--- src/rtl/hazard_ctrl_seq.sv ---
// rtl/hazard_ctrl_seq.sv - pipeline hazard controller: forwarding, load-use, multi-cycle hold, branch flush
// Optional perf counters (stall_cnt/flush_cnt) when HZ_PERF_CNT_EN is defined.
module hazard_ctrl_seq #(
  parameter int REG_AW   = 5,
  parameter int LOAD_LAT = 1,
  parameter int CNT_W    = 32
) (
  input  logic              clk,
  input  logic              rst,
  input  logic [REG_AW-1:0] RS1_D,
  input  logic [REG_AW-1:0] RS2_D,
  input  logic [REG_AW-1:0] RS1_E,
  input  logic [REG_AW-1:0] RS2_E,
  input  logic [REG_AW-1:0] Rd_E,
  input  logic [REG_AW-1:0] Rd_M,
  input  logic [REG_AW-1:0] Rd_W,
  input  logic              RegWrite_M,
  input  logic              RegWrite_W,
  input  logic [1:0]        ResultSrc_E,
  input  logic              PCSrc_E,
  input  logic              mc_start_E,
  input  logic              mc_done,
  output logic [1:0]        ForwardA_E,
  output logic [1:0]        ForwardB_E,
  output logic              Stall_F,
  output logic              Stall_D,
  output logic              Stall_E,
  output logic              Flush_D,
  output logic              Flush_E,
  output logic              Flush_M,
  output logic [1:0]        hz_state
`ifdef HZ_PERF_CNT_EN
  ,
  output logic [CNT_W-1:0]  stall_cnt,
  output logic [CNT_W-1:0]  flush_cnt
`endif
);

  typedef enum logic [1:0] {
    ST_IDLE    = 2'd0,
    ST_LD_WAIT = 2'd1,
    ST_MC_BUSY = 2'd2
  } state_t;

  if (LOAD_LAT < 1 || LOAD_LAT > 15 || CNT_W < 1) begin : g_param_check
    $error("hazard_ctrl_seq: LOAD_LAT must be 1..15 and CNT_W >= 1");
  end

  state_t     r_state;
  state_t     w_next;
  logic [3:0] r_cnt;
  logic [3:0] w_cnt_next;
  logic       w_lu;

  // M has the youngest value, so it wins over W; x0 is never forwarded.
  always_comb begin
    ForwardA_E = 2'b00;
    if (RS1_E != '0 && RegWrite_M && Rd_M == RS1_E) begin
      ForwardA_E = 2'b10;
    end else if (RS1_E != '0 && RegWrite_W && Rd_W == RS1_E) begin
      ForwardA_E = 2'b01;
    end
  end

  always_comb begin
    ForwardB_E = 2'b00;
    if (RS2_E != '0 && RegWrite_M && Rd_M == RS2_E) begin
      ForwardB_E = 2'b10;
    end else if (RS2_E != '0 && RegWrite_W && Rd_W == RS2_E) begin
      ForwardB_E = 2'b01;
    end
  end

  assign w_lu = (ResultSrc_E == 2'b01) && (Rd_E != '0) &&
                ((Rd_E == RS1_D) || (Rd_E == RS2_D));

  always_ff @(posedge clk) begin
    if (rst) begin
      r_state <= ST_IDLE;
      r_cnt   <= 4'd0;
    end else begin
      r_state <= w_next;
      r_cnt   <= w_cnt_next;
    end
  end

  always_comb begin
    w_next     = r_state;
    w_cnt_next = r_cnt;
    Stall_F    = 1'b0;
    Stall_D    = 1'b0;
    Stall_E    = 1'b0;
    Flush_D    = 1'b0;
    Flush_E    = 1'b0;
    Flush_M    = 1'b0;
    if (!rst) begin
      case (r_state)
        ST_IDLE: begin
          // A taken branch kills the would-be consumer, so it beats a load-use stall.
          if (PCSrc_E) begin
            Flush_D = 1'b1;
            Flush_E = 1'b1;
          end else if (mc_start_E && !mc_done) begin
            Stall_F = 1'b1;
            Stall_D = 1'b1;
            Stall_E = 1'b1;
            Flush_M = 1'b1;
            w_next  = ST_MC_BUSY;
          end else if (w_lu) begin
            Stall_F = 1'b1;
            Stall_D = 1'b1;
            Flush_E = 1'b1;
            if (LOAD_LAT > 1) begin
              w_cnt_next = 4'(LOAD_LAT - 1);
              w_next     = ST_LD_WAIT;
            end
          end
        end
        ST_LD_WAIT: begin
          Stall_F    = 1'b1;
          Stall_D    = 1'b1;
          Flush_E    = 1'b1;
          w_cnt_next = r_cnt - 4'd1;
          if (r_cnt <= 4'd1) begin
            w_next = ST_IDLE;
          end
        end
        ST_MC_BUSY: begin
          if (mc_done) begin
            w_next = ST_IDLE;
          end else begin
            Stall_F = 1'b1;
            Stall_D = 1'b1;
            Stall_E = 1'b1;
            Flush_M = 1'b1;
          end
        end
        default: w_next = ST_IDLE;
      endcase
    end
  end

  assign hz_state = r_state;

`ifdef HZ_PERF_CNT_EN
  logic [CNT_W-1:0] r_stall_cnt;
  logic [CNT_W-1:0] r_flush_cnt;

  always_ff @(posedge clk) begin
    if (rst) begin
      r_stall_cnt <= '0;
      r_flush_cnt <= '0;
    end else begin
      if (Stall_F) r_stall_cnt <= r_stall_cnt + 1'b1;
      if (Flush_D) r_flush_cnt <= r_flush_cnt + 1'b1;
    end
  end

  assign stall_cnt = r_stall_cnt;
  assign flush_cnt = r_flush_cnt;
`endif

endmodule
--- config.mk ---
export PLATFORM = sky130hd
export DESIGN_NAME = hazard_ctrl_seq
export DESIGN_NICKNAME = d
export VERILOG_FILES = /design/src/rtl/hazard_ctrl_seq.sv
export SDC_FILE = /design/constraint.sdc
export NUM_CORES = 1
export LEC_CHECK = 0
export BUFFER_PORTS_ARGS = -buffer_cell sky130_fd_sc_hd__buf_2
export CORE_UTILIZATION = 25
export CTS_BUF_LIST = sky130_fd_sc_hd__clkbuf_8
export DETAILED_ROUTE_END_ITERATION = 10
export GPL_TIMING_DRIVEN = 0
export PLACE_DENSITY = 0.59
export SLEW_MARGIN = 20
export SYNTH_ARGS = -nofsm -noshare
export SYNTH_HDL_FRONTEND = slang
export SYNTH_SLANG_ARGS = --single-unit
--- constraint.sdc ---
create_clock -name clk -period 1.31 [get_ports clk]
set_input_delay 0.131 -clock clk [delete_from_list [all_inputs] [get_ports clk]]
set_output_delay 0.131 -clock clk [all_outputs]
set_load 0.05 [all_outputs]
-- Word level (Yosys, flattened, before mapping)
Index checks and enable logic that the tools add are counted.
- $add $sub $neg: 1
- magnitude comparators: 1
- equality and inequality tests: 13
- mux-type cells: 26
- reduce and logical (&&, ||, !) cells: 18
- operators by type and width (operator ; number):
    $eq A5 B5 Y1 ; 6
    $mux W1 ; 16
    $reduce_bool A5 Y1 ; 3
    $mux W2 ; 6
    $logic_and A1 B1 Y1 ; 11
    $ne A2 B2 Y1 const B ; 4
    $pmux W2 S3 ; 1
    $eq A2 B1 Y1 const B ; 2
    $le A4 B1 Y1 const B ; 1
    $pmux W1 S2 ; 2
    $reduce_and A4 Y1 ; 1
    $sub A4 B1 Y4 const B ; 1
    $pmux W1 S3 ; 1
    $eq A2 B2 Y1 const B ; 1
    $logic_not A2 Y1 ; 1
    $logic_not A1 Y1 ; 1
    $logic_or A1 B1 Y1 ; 1
- bits in registers: 6
- input bits: 44
- output and inout port bits: 12

-- Longest topological paths before layout
Gate-level depths: netlist (run 1).
- depth after elaboration: 8
- gate-level depth with buffers: 5
- mapped depth without buffers: 4

-- Least setup slack after synthesis (run 1)
No wires, ideal clock.
- path type: register -> output
- start point: register r_state[1] (netlist: hz_state[1])
- end point: output Stall_F
- data arrival time: 2.834 ns
- data required time: 1.179 ns
- slack: -1.655 ns
- cell stages (with the launch flop): 5
- buffers on the path: 1
- cell sequence: dfxtp_1 a21oi_1 nor3_1 o21bai_1 buf_4
- cells in the longest elaborated chain, start to end: 3
- elaborated cells between the ends (all ways): 5
- classes of those cells: eq/ne (2); mux (2); reduce/logical (1)
- ends and longest elaborated chain (what ; line ; source):
    from (decl) ; 49 ; state_t r_state;
    from (signal assigned) ; 82 ; r_state <= w_next;
    $eq A2 B2 Y1 (tied with other cells) ; n/a ;
    $pmux W1 S3 (*) ; n/a ;
    $mux W1 (*) ; n/a ;
    to (decl) ; 25 ; output logic Stall_F,
Every way passes the cells marked *; elsewhere a longest branch is shown, timed or not.

-- Worst setup path in the final report (run 1)
- start point: input RS2_E[3]
- end point: output ForwardB_E[0]
- cells in the longest elaborated chain, start to end: 5
- elaborated cells between the ends (all ways): 9
- classes of those cells: eq/ne (2); mux (2); reduce/logical (5)
- ends and longest elaborated chain (what ; line ; source):
    from (decl) ; 13 ; input logic [REG_AW-1:0] RS2_E,
    $reduce_bool A5 Y1 ; 67, 69 ;
    $logic_and A1 B1 Y1 (2 in series) ; 69 ; end else if (RS2_E != '0 && RegWrite_W && Rd_W == RS2_E) begin
    $mux W1 ; 69 ;
    $mux W2 (*) ; 67 ; if (RS2_E != '0 && RegWrite_M && Rd_M == RS2_E) begin
    to (decl) ; 24 ; output logic [1:0] ForwardB_E,
Marked as above.

==> impl_metrics.ini, run 1 <==
[die]
io_pins = 56
die_w_um = 48.8
core_um2 = 2000
num_rows = 16
die_area_um2 = 2380
start_util = 0.274
die_y_um = 48.8

[status]
status = finished, violations left
violations = negative setup slack

[final_layout]
final_area_um2 = 1230
instances_no_fill = 158
fill_cells = 172
n_antenna_cell = 0
largest_register_ffs = 1
final_util = 0.614
drive_above_1_share = 0.695
layout.nets = 177
area_delta_synth_final_pct = 124

[synthesis]
synth-xor-area-share = 0.479
synth_top_family_by_area = XOR/XNOR gates
yosysSeqAreaShare = 0.0365
synth_warnings = 0
yosys_register_bits = 1
synthMuxAreaShare = 0
syn_inst = 70
ys_types = 21
synthesis.area_um2 = 548
synth_adder_area_share = 0
syn_nets = 114
syn_area_per_cell_um2 = 7.83
synth_compound_area_frac = 0.0868
synthSimpleGateAreaFrac = 0.329

[global_routing]
grtUsageTotal = 0.160
grt_overflow_total = 0
grt_antenna_before_repair = 0
grt_pass1_wl_um = 3130
grt_max_degree = 5
grt_pass1_vias = 734

[min_path]
hold_path_class = input port to flop
whs_path_depth = 2
hp-start = rst
worstHoldEndpoint = hz_state[1]

[flow_run]
maxCapViolCount = 0

[power]
p_total_mw = 0.432
ir_drop_mv = 0.252
power_frac_seq = 0.078
net-switching-power_mw = 0.206
p_int_mw = 0.225
combPwrFrac = 0.922
powerDensity_nw_per_um2 = 351
p_leak_nw = 0.533
switching_share = 0.478
pwr-share-clk = 0

[clocking]
ctsHoldBuffers = 0
path_clk_slew_ns = 0
clk_latency_ns = 0

[timing]
hold_violations = 0
period_share = 1.15
worst_slack_ns = -0.193
finClkSkew_ns = 0
rsz0062_at_grt = true
drv_slew = 0
setup_tns_ns = -0.625
finalSetupViolations = 7
max_freq_mhz = 665
period_needed_ns = 1.50
whs_ns = 0.419

[worst_setup_path]
r2r_end = hz_state[1]
rr_startpoint = hz_state[1]
cp-end-kind = primary output
critical_path_arrival_ns = 1.37
critPathLaunchType = input port
required_ns = 1.18
r2r_slack_ns = 0.62
worst-setup-path-type = input port to primary output
cp_max_fo = 3
rr_worst_depth = 2

[route]
drt-initial-drc-count = 6
ant_nets = 0
vias = 726
wl_per_cell_um = 11.8
drt-total-wl_um = 1870
drt-pass1-iter-count = 3
avgViaCountPerCell = 4.59
drc_errors = 0

[place]
dpl_cell_area_um2 = 953
hpwl_um = 1440
port-buffer-count = 54
place_ws_ns = -0.342
dp.cells = 151
place_congestion = 0.738
-- cell type report --
type,instances,area [um2],area share
multi-input combinational,63,672,0.546
timing repair buffer,61,463,0.376
tap,27,33.8,0.0275
buffer,3,26.3,0.0214
sequential,1,23.8,0.0193
inverter,3,11.3,0.00916
-- metal layers --
layer	wire length (um)	part of all wire	track usage	vias to the layer above
met5	0	0	0	-
met1	676	0.36	0.168	321
met2	1030	0.55	0.343	40
met4	0	0	0	0
li1	-	-	-	365
met3	163	0.087	0.0249	0
-- power by group through the flow --
stage | sequential, mW | clock (mW) | combinational (mW)
6_report | 0.0336 | 0 | 0.398
5_1_grt | 0.0336 | 0 | 0.424
4_1_cts | 0.0336 | 0 | 0.377
3_5_place_dp | 0.0328 | 0 | 0.318
3_3_place_gp | 0.0327 | 0 | 0.313
2_1_floorplan | 0.0364 | 0 | 0.186
-- cell usage in the layout (no fill, tap or decap), types with 2 or more instances in the layout --
master	Yosys	final
nor2_2	0	2
xnor2_1	16	12
nor2_1	4	2
buf_6	0	15
nand4_1	4	4
nand2_1	3	3
xor2_1	14	14
nor3_2	0	2
buf_2	0	34
inv_1	3	3
nor4_4	0	4
buf_4	3	10
nor2_4	2	2
xnor2_2	0	4
or4_4	2	3
buf_8	0	5
-- how the worst max path moves through the flow --
stage | from | endpoint | depth (start not counted)
2_1_floorplan | RS1_E[1] | ForwardA_E[0] | 4
3_3_place_gp | Rd_E[1] | Stall_F | 6
3_5_place_dp | Rd_E[1] | Stall_F | 6
4_1_cts | RS2_E[3] | ForwardB_E[0] | 6
5_1_grt | RS1_E[1] | ForwardA_E[0] | 6
6_report | RS2_E[3] | ForwardB_E[0] | 6
-- repair_timing --
action,4_1_cts,5_1_grt
pin swaps,9,10
gates resized for setup,45,14
endpoints found under the setup margin,7,7
setup buffers,6,1
-- critical path, cell delays in order --
cell,delay [ns]
buf_8,0.10
or4_4,0.54
nor2_4,0.13
nor4_4,0.06
nor4_4,0.22
buf_6,0.19
-- cell usage after synthesis (all sizes together) --
master / count / area share
xnor2: 16 / 0.26
xor2: 14 / 0.22
nor2: 6 / 0.068
nand4: 4 / 0.046
nor3: 4 / 0.037
nor4: 4 / 0.091
buf: 3 / 0.041
inv: 3 / 0.021
nand2: 3 / 0.021
or4: 3 / 0.055
o21ai: 2 / 0.018
a2111oi: 1 / 0.016
a21oi: 1 / 0.0091
a22oi: 1 / 0.014
conb: 1 / 0.0068
dfxtp: 1 / 0.037
nand2b: 1 / 0.011
o21bai: 1 / 0.014
o41ai: 1 / 0.016
-- cell families (layout without fill, tap and decap cells) --
group / Yosys count / in the layout
AO/OA/AOI/OAI: 7 / 7
XOR/XNOR: 30 / 30
buffers and inverters: 6 / 67
flip-flops: 1 / 1
other: 1 / 1
AND/OR/NAND/NOR: 25 / 25
Note: power is estimated with default switching activity, not from simulation.
==> run 2: changes to the inputs <==
Settings changed: BUFFER_PORTS_ARGS -buffer_cell sky130_fd_sc_hd__buf_2 to not set, DONT_BUFFER_PORTS set to 1, PLACE_DENSITY 0.59 to 0.37.
==> run 2 against run 1 <==
The flow still finishes with violations (negative setup slack). Wire length is 28% lower. Setup slack worse by 0.18 ns. Register-to-register slack worse by 0.07 ns. Flip-flop and latch count stayed put. Critical path depth is 2 lower. Largest cell class unchanged. Global-route usage is 3.8 points lower. Sequential power is 10% higher. Via count is 32% lower.
==> impl_metrics.ini, run 2 (synthesized netlist as in run 1, its figures left out) <==
[timing]
period_needed_ns = 1.68
finClkSkew_ns = 0
finalSetupViolations = 7
setup_tns_ns = -1.46
tightest_slew_ns = 0.843
max_freq_mhz = 596
rsz0062_at_grt = true
period_share = 1.28
slew_headroom = 0.434
drv_slew = 0
hold_violations = 0
worst_slack_ns = -0.368

[global_routing]
grt_overflow_total = 0
grt_pass1_wl_um = 2390
grt_antenna_before_repair = 0
grt_max_degree = 5
grtUsageTotal = 0.122
grt_pass1_vias = 542

[place]
port-buffer-count = 0
place_congestion = 0.656
hpwl_um = 1270
place_ws_ns = -0.490

[final_layout]
largest_register_ffs = 1
final_common_cell = xor2_1
n_antenna_cell = 0
drive_above_1_share = 0.411
area_delta_synth_final_pct = 46.1
layout_common_cells = 14 x xor2_1, 10 x xnor2_1, 5 x buf_4
final_util = 0.400
layout.nets = 119

[die]
start_util = 0.274
die_w_um = 48.8
num_rows = 16
core_um2 = 2000
io_pins = 56
die_area_um2 = 2380
die_y_um = 48.8

[status]
violations = negative setup slack
status = finished, violations left

[worst_setup_path]
critPathLaunchType = flop
r2r_slack_ns = 0.55
rr_worst_depth = 2
required_ns = 1.18
cp-end-kind = primary output
cp_max_fo = 4
critical_path_arrival_ns = 1.55
worst-setup-path-type = flop to primary output

[power]
power_frac_seq = 0.137
p_int_mw = 0.147
pwr-share-clk = 0
combPwrFrac = 0.863
powerDensity_nw_per_um2 = 337
switching_share = 0.455
net-switching-power_mw = 0.123
ir_drop_mv = 0.166
p_leak_nw = 0.255

[route]
drc_errors = 0
drt-initial-drc-count = 1
vias = 497
wl_per_cell_um = 13.5
avgViaCountPerCell = 4.97
drt-pass1-iter-count = 2
drt-total-wl_um = 1350
ant_nets = 0

[clocking]
clk_latency_ns = 0
path_clk_slew_ns = 0
ctsHoldBuffers = 0

[min_path]
whs_path_depth = 1
hold_path_class = input port to flop

[flow_run]
maxCapViolCount = 0
run 2: layout make-up:
type | count | area [um2]
flip-flops and latches | 1 | 23.8
repair buffers | 3 | 22.5
plain buffers | 3 | 26.3
multi-input cells | 63 | 683
well taps | 27 | 33.8
inverters | 3 | 11.3
fillers | 207 | 1200
run 2: what timing repair did:
item / 4_1_cts / 5_1_grt
pin swaps: 14 / 3
endpoints found under the hold margin: 0 / 0
resized for setup: 7 / 7
setup buffers: 3 / 0
endpoints found under the setup margin: 8 / 8
run 2: layer usage:
metal	global-route usage	vias up	part of all wire
met5	0	-	0
met4	0	0	0
met3	0.0156	0	0.083
met2	0.241	29	0.54
met1	0.147	219	0.38
li1	-	249	-
run 2: per-stage QoR:
step | area, um2 | power, mW | instances | hold WS [ns]
3_5_place_dp | 683 | 0.238 | 97 | 0.208
6_report | 801 | 0.270 | 100 | 0.209
2_1_floorplan | 649 | 0.223 | 70 | 0.198
5_1_grt | 801 | 0.289 | 100 | 0.224
4_1_cts | 737 | 0.253 | 100 | 0.208
3_3_place_gp | 683 | 0.237 | 97 | 0.204
run 2: final timing paths:
kind | from | end
min | rst | hz_state[1]
max reg2reg | hz_state[1] | hz_state[1]
max | hz_state[1] | Stall_F
min reg2reg | hz_state[1] | hz_state[1]
run 2: critical path, cell delays in order, from the launching register on:
cell and delay [ns]:
dfxtp_4 0.45, a21oi_4 0.06, nor3_4 0.47, o21bai_4 0.34, buf_6 0.22
run 2: power by group through the flow:
stage / clock, mW / sequential, mW / combinational [mW]
2_1_floorplan: 0 / 0.0364 / 0.186
3_3_place_gp: 0 / 0.0368 / 0.200
3_5_place_dp: 0 / 0.0368 / 0.201
4_1_cts: 0 / 0.0370 / 0.216
5_1_grt: 0 / 0.0372 / 0.251
6_report: 0 / 0.0370 / 0.233
==> run 3: changes to the inputs <==
Settings changed: ABC_CLOCK_PERIOD_IN_PS set to 1310, CORE_ASPECT_RATIO set to 1.2.
==> run 3 against run 2 <==
The flow still finishes with violations (negative setup slack). Sequential power about the same. Hold slack worse by 0.0087 ns. Critical path depth unchanged. Fmax down 1.4%. Wire length up 0.15%. Via count up 1.6%. Power up 0.99%. Combinational power about the same. Critical endpoint is now ForwardA_E[0].
==> impl_metrics.ini, run 3 (synthesized netlist as in run 1, its figures left out) <==
[die]
die_w_um = 44.7
num_rows = 18
core_um2 = 2070
io_pins = 56
start_util = 0.264
die_area_um2 = 2380
die_y_um = 53.3

[timing]
rsz0062_at_grt = true
finClkSkew_ns = 0
slew_headroom = 0.441
hold_violations = 0
worst_slack_ns = -0.392
period_share = 1.30
drv_slew = 0
whs_ns = 0.201
max_freq_mhz = 587
period_needed_ns = 1.70
tightest_slew_ns = 0.833
finalSetupViolations = 8

[flow_run]
maxCapViolCount = 0

[power]
p_total_mw = 0.272
powerDensity_nw_per_um2 = 336
p_leak_nw = 0.254
ir_drop_mv = 0.185

[worst_setup_path]
worst-setup-path-type = input port to primary output
required_ns = 1.18
critical_path_arrival_ns = 1.57
critPathLaunchType = input port
cp_max_fo = 3
cp-end-kind = primary output

[final_layout]
instances_no_fill = 102
final_common_cell = xor2_1
largest_register_ffs = 1
seqCellArea_um2 = 23.8
multi_input_area_um2 = 688
layout.nets = 118
drive_above_1_share = 0.417
n_antenna_cell = 0
area_delta_synth_final_pct = 47.7
layout_common_cells = 14 x xor2_1, 10 x xnor2_1, 4 x nand4_1, 4 x nor4_4
fill_cells = 229

[place]
port-buffer-count = 0
dp.cells = 100
hpwl_um = 1260
place_congestion = 0.667
place_ws_ns = -0.439

[global_routing]
grt_max_degree = 5
grt_antenna_before_repair = 0
grt_pass1_wl_um = 2130
grt_pass1_vias = 504
grtUsageTotal = 0.116
grt_overflow_total = 0

[status]
violations = negative setup slack
status = finished, violations left

[route]
drt-pass1-iter-count = 2
drc_errors = 0
drt-total-wl_um = 1350
drt-initial-drc-count = 1
wl_per_cell_um = 13.2
vias = 505
ant_nets = 0
avgViaCountPerCell = 4.95

[min_path]
hold_path_class = input port to flop

[clocking]
clk_latency_ns = 0
path_clk_slew_ns = 0
[run 3: cell count changes in the layout (fill, tap and decap cells not counted), sizes merged]
| cell | delta |
|---|---|
| buf | -1 |
[run 3: what timing repair did]
item,CTS,global route
resized for setup,9,8
setup endpoints to repair,8,8
gates cloned,0,0
hold buffers,0,0
pin swaps,5,4
buffers inserted,1,1
[run 3: power breakdown]
part	internal, mW	switching (mW)
logic	0.117	0.118
registers	0.0310	0.00590
clock network	0	0
[run 3: layout make-up]
type	count	share of cell area
Buffer	3	0.0417
Inverter	3	0.0139
Multi-Input combinational cell	63	0.850
Sequential cell	1	0.0294
Tap cell	30	0.0464
Timing Repair Buffer	2	0.0185
[run 3: worst paths after layout]
| path | cells after the start | start | end | slack, ns |
|---|---|---|---|---|
| min reg2reg | 2 | hz_state[1] | hz_state[1] | 0.66 |
| max | 4 | RS1_E[1] | ForwardA_E[0] | -0.39 |
| max reg2reg | 2 | hz_state[1] | hz_state[1] | 0.58 |
| min | 1 | rst | hz_state[1] | 0.20 |
[run 3: worst max-delay path, cell delays in order]
cell	delay [ns]
or4_4	0.53
nor2_4	0.15
nor4_4	0.11
nor4_4	0.64
[run 3: per-layer routing]
metal  part of all wire  routed length, um  track usage
met5                  0                  0            0
met2               0.55                739        0.230
met3              0.084                113       0.0102
met4                  0                  0            0
met1               0.37                493        0.139
[run 3: per-stage QoR]
| stage | utilization | setup TNS [ns] | area [um2] |
|---|---|---|---|
| after floorplan | - | -1.49 | 649 |
| after global placement | 0.332 | -1.85 | 687 |
| after detailed placement | 0.332 | -1.91 | 687 |
| after CTS | 0.358 | -1.66 | 742 |
| after global routing | 0.391 | -1.96 | 810 |
| final | 0.391 | -1.59 | 810 |
